[src/rtl/rr_arbiter8.sv]
// Eight-way round-robin arbiter: rotated MSB-first search, registered grant held until release.
// Optional macro ARB_TIMEOUT_EN adds a MAX_HOLD-cycle forced revoke with per-requester masking.
module rr_arbiter8 #(
  parameter int MAX_HOLD = 16,
  parameter int CNT_W    = 8
) (
  input  logic       clk,
  input  logic       rst_n,
  input  logic [7:0] req,
  output logic [7:0] grant,
  output logic [2:0] grant_id,
  output logic       grant_valid,
  output logic       timeout
);

  if ((MAX_HOLD < 2) || (MAX_HOLD > 255) || ((2 ** CNT_W) <= MAX_HOLD)) begin : g_cfg_err
    $error("rr_arbiter8: MAX_HOLD must be 2..255 and below 2**CNT_W");
  end

  // HOLDOFF is the arbitrating idle cycle that follows a forced revoke
  typedef enum logic [1:0] {IDLE = 2'd0, GRANT = 2'd1, HOLDOFF = 2'd2} state_t;

  state_t     state_p0, state_nxt;
  logic [2:0] owner_p0, owner_nxt;
  logic [2:0] last_p0, last_nxt;
  logic [2:0] winner;
  logic [7:0] eff;

`ifdef ARB_TIMEOUT_EN
  logic [7:0]       mask_p0, mask_nxt;
  logic [CNT_W-1:0] cnt_p0, cnt_nxt;
  assign eff = req & ~mask_p0;
`else
  assign eff = req;
`endif

  // Rotated search: last-1 is checked last in the loop so it wins; last itself is lowest.
  always_comb begin
    logic [2:0] idx;
    winner = '0;
    idx    = '0;
    for (int k = 8; k >= 1; k--) begin
      idx = last_p0 - 3'(k);
      if (eff[idx]) winner = idx;
    end
  end

  always_ff @(posedge clk or negedge rst_n) begin
    if (!rst_n) begin
      state_p0 <= IDLE;
      owner_p0 <= '0;
      last_p0  <= '0;
`ifdef ARB_TIMEOUT_EN
      mask_p0  <= '0;
      cnt_p0   <= '0;
`endif
    end else begin
      state_p0 <= state_nxt;
      owner_p0 <= owner_nxt;
      last_p0  <= last_nxt;
`ifdef ARB_TIMEOUT_EN
      mask_p0  <= mask_nxt;
      cnt_p0   <= cnt_nxt;
`endif
    end
  end

  always_comb begin
    state_nxt = state_p0;
    owner_nxt = owner_p0;
    last_nxt  = last_p0;
`ifdef ARB_TIMEOUT_EN
    mask_nxt  = mask_p0 & req;
    cnt_nxt   = cnt_p0;
`endif
    case (state_p0)
      GRANT: begin
        if (!req[owner_p0]) begin
          state_nxt = IDLE;
          last_nxt  = owner_p0;
`ifdef ARB_TIMEOUT_EN
        end else if (cnt_p0 == CNT_W'(MAX_HOLD - 1)) begin
          state_nxt          = HOLDOFF;
          last_nxt           = owner_p0;
          mask_nxt[owner_p0] = 1'b1;
        end else begin
          cnt_nxt = cnt_p0 + 1'b1;
`endif
        end
      end
      default: begin
        state_nxt = IDLE;
        if (|eff) begin
          state_nxt = GRANT;
          owner_nxt = winner;
`ifdef ARB_TIMEOUT_EN
          cnt_nxt   = '0;
`endif
        end
      end
    endcase
  end

  always_comb begin
    grant       = '0;
    grant_id    = '0;
    grant_valid = 1'b0;
    timeout     = 1'b0;
    if (state_p0 == GRANT) begin
      grant[owner_p0] = 1'b1;
      grant_id        = owner_p0;
      grant_valid     = 1'b1;
    end
`ifdef ARB_TIMEOUT_EN
    timeout = (state_p0 == HOLDOFF);
`endif
  end

endmodule
[config.mk]
export PLATFORM = sky130hd
export DESIGN_NAME = rr_arbiter8
export DESIGN_NICKNAME = d
export VERILOG_FILES = /design/src/rtl/rr_arbiter8.sv
export SDC_FILE = /design/constraint.sdc
export NUM_CORES = 1
export LEC_CHECK = 0
export ABC_CLOCK_PERIOD_IN_PS = 2400
export BUFFER_PORTS_ARGS = -buffer_cell sky130_fd_sc_hd__buf_2
export CELL_PAD_IN_SITES_DETAIL_PLACEMENT = 1
export CELL_PAD_IN_SITES_GLOBAL_PLACEMENT = 1
export CORE_MARGIN = 5
export CORE_UTILIZATION = 39
export DETAILED_ROUTE_END_ITERATION = 6
export GPL_ROUTABILITY_DRIVEN = 0
export PLACE_DENSITY_LB_ADDON = 0.12
export SYNTH_ARGS = -nofsm -noshare
export SYNTH_HDL_FRONTEND = slang
export SYNTH_SLANG_ARGS = --single-unit
[constraint.sdc]
create_clock -name clk -period 2.4 [get_ports clk]
set_clock_uncertainty 0.05 [all_clocks]
set_input_delay 0.24 -clock clk [delete_from_list [all_inputs] [get_ports clk]]
set_output_delay 0.24 -clock clk [all_outputs]
set_load 0.05 [all_outputs]
==> results.py <==
metrics = {
    "global_route": {
        "grt_pass1_wl_um": 7534,
        "antenna_found_initial": 0,
        "grt_pass1_vias": 1499,
        "grt_max_degree": 21,
        "track_usage_pct": 18.03,
        "grt_overflow": 0,
    },
    "synth": {
        "netlist_area_mm2": 0.001484,
        "netlist.area_leader.share_pct": 19.73,
        "syn_inst": 162,
        "synth-seq-area-share_pct": 11.80,
        "yosysTopAreaCell": "mux4_2",
        "syn-num-nets": 174,
        "syn_area_per_cell_um2": 9.160,
        "synth_edf_count": 0,
        "synth_ff_type": "dfrtp_1",
        "async_flop_share_pct": 100.0,
        "ys_types": 47,
        "ys_top_cells_by_area": "mux4_2, mux2i_1, dfrtp_1",
        "synth-warning-count": 0,
        "ys_seq_elements": 7,
    },
    "placed_design": {
        "dp_cells": 229,
        "io_buffers": 21,
        "postPlaceCellArea_mm2": 0.001682,
        "hpwl_um": 3574,
    },
    "hold_path": {
        "hold_path.class": "input port to asynchronous set/reset pin",
    },
    "worst_setup_path": {
        "critical_path_arrival_ps": 2410,
        "worstSetupPathType": "register to register",
        "endpoint_kind": "register",
        "cp_slowest_stage_delay_ps": 460,
        "crit_family": "compound AO/OA/AOI/OAI gates",
        "slowest_stage": "mux4_2",
        "worst-path-buf-inv": 2,
        "cp_max_fo": 20,
        "cp_cell_sequence": "buf_12 > mux2i_1 > buf_4 > mux4_2 > a32oi_2 > o2111ai_1 > a31oi_1 > o41ai_2",
        "critPathLaunchType": "register",
        "cp.required_ps": 2450,
    },
    "cts": {
        "cts_tree": "done",
        "clk_pin_slew_ps": 40,
        "clock-root-buffer": "clkbuf_8",
        "cts-htree-levels": 1,
        "clock_latency_ps": 230,
        "cts_buffers": 3,
        "clock_path_buffers": 2,
        "cts_sinks": 7,
    },
    "detailed_routing": {
        "vias": 1419,
        "ant_nets": 0,
        "first_iter_violations": 55,
        "wl_um": 4539,
        "drcViolationCount": 0,
        "routedWlPerCell_um": 19.40,
        "drt_first_pass_iters": 4,
        "drt-vias-per-instance": 6.064,
    },
    "layout": {
        "area_growth_pct": 19.73,
        "antenna_cells": 0,
        "layout.nets": 199,
        "drive_gt1_share_pct": 40.86,
        "multi_input_area_mm2": 0.001229,
        "ff_latch_area_um2": 176.4,
        "design_area_mm2": 0.001777,
        "fill_cells": 421,
        "fin_cells": 234,
    },
    "die": {
        "initial_core_util_pct": 40.53,
        "core_mm2": 0.003661,
        "die_w_um": 71.69,
        "io_pins": 23,
        "num_rows": 22,
        "fp.dieArea_mm2": 0.005139,
        "die_h_um": 71.69,
    },
    "sta": {
        "hold_viol_final": 0,
        "fmax_mhz": 424.8,
        "min_period_over_period_pct": 98.08,
        "setup_violations": 0,
        "drv_slew": 0,
        "finalCriticalPeriod_ps": 2354,
    },
    "outcome": {
        "outcome": "finished clean",
    },
    "run": {
        "maxCapViolCount": 0,
    },
}
==> layout make-up <==
| class | count | area share (%) |
|---|---|---|
| tap | 48 | 3.380 |
| timing repair buffer | 35 | 13.38 |
| clock buffer | 4 | 2.535 |
| multi-input combinational | 133 | 69.16 |
| inverter | 7 | 1.620 |
| sequential | 7 | 9.930 |
==> worst paths after layout <==
kind                                         startpoint                 endpoint  slack (ps)  cells past startpoint
worst max-delay path             last_p0[0]$_DFFE_PN0P_  owner_p0[1]$_DFFE_PN0P_          50                      8
worst min-delay path                              rst_n  owner_p0[0]$_DFFE_PN0P_         330                      2
worst max register to register   last_p0[0]$_DFFE_PN0P_  owner_p0[1]$_DFFE_PN0P_          50                      8
worst min register to register  state_p0[0]$_DFFE_PN0P_  state_p0[0]$_DFFE_PN0P_         540                      2
max in group asynchronous                         rst_n   last_p0[0]$_DFFE_PN0P_        1780                      2
min in group clk                                 req[1]  state_p0[0]$_DFFE_PN0P_         470                      5
==> metrics by stage <==
step	util, %	setup TNS [ps]	worst slack [ps]	hold slack, ps
3_3_place_gp	45.93	0	82.72	28.83
5_1_grt	48.53	-46.66	-46.66	355.9
3_5_place_dp	45.93	-2.350	-2.350	34.75
6_report	48.53	0	46.01	332.8
2_1_floorplan	-	-213.8	-125.8	-105.6
4_1_cts	47.78	0	7.571	323.8
==> layer usage <==
| layer | global-route usage [%] | routed length, um | part of all wire, % |
|---|---|---|---|
| met5 | 0 | 0 | 0 |
| met4 | 3.549 | 68 | 1.5 |
| met3 | 1.964 | 236 | 5.2 |
| met2 | 30.41 | 2260 | 50 |
| met1 | 24.96 | 1973 | 43 |
==> cells by family after synthesis <==
logic type,share of synthesized area (%)
xor gates and xnor gates,2.783
muxes,38.45
other,0.2527
buffers and inverters,8.852
and+or+nand+nor,18.72
DFF,11.80
adders and majority gates,1.686
AOI/OAI and AO/OA,17.45
==> layout by cell type, fill, tap and decap left out, types with 5 or more instances in the layout <==
cell type and instances:
mux2i_1 16, buf_4 11, dfrtp_1 6, nor2_1 14, inv_1 6, nand2b_1 7
nand2_1 18, buf_2 21, mux4_2 13, mux2_2 5
==> sequential cells by signal (all words and copies together), names as in the netlist <==
signal and count:
last_p0 3, owner_p0 3, state_p0 1
==> timing repair <==
item	4_1_cts	5_1_grt
pin swaps	0	1
setup endpoints to repair	2	3
setup buffers	0	0
hold buffers	1	0
endpoints found under the hold margin	7	0
gates resized for setup	2	5
==> cell usage after synthesis, types with 4 or more instances <==
master	number
nand2_1	18
inv_1	6
nor2_1	14
mux4_2	13
nand2b_1	8
mux2i_1	18
mux2_2	5
clkbuf_1	4
o21ai_0	4
dfrtp_1	7
nor3_1	4
Power is not shown: default switching activity piles up to over one toggle a cycle in this logic, so the estimate is an artifact.
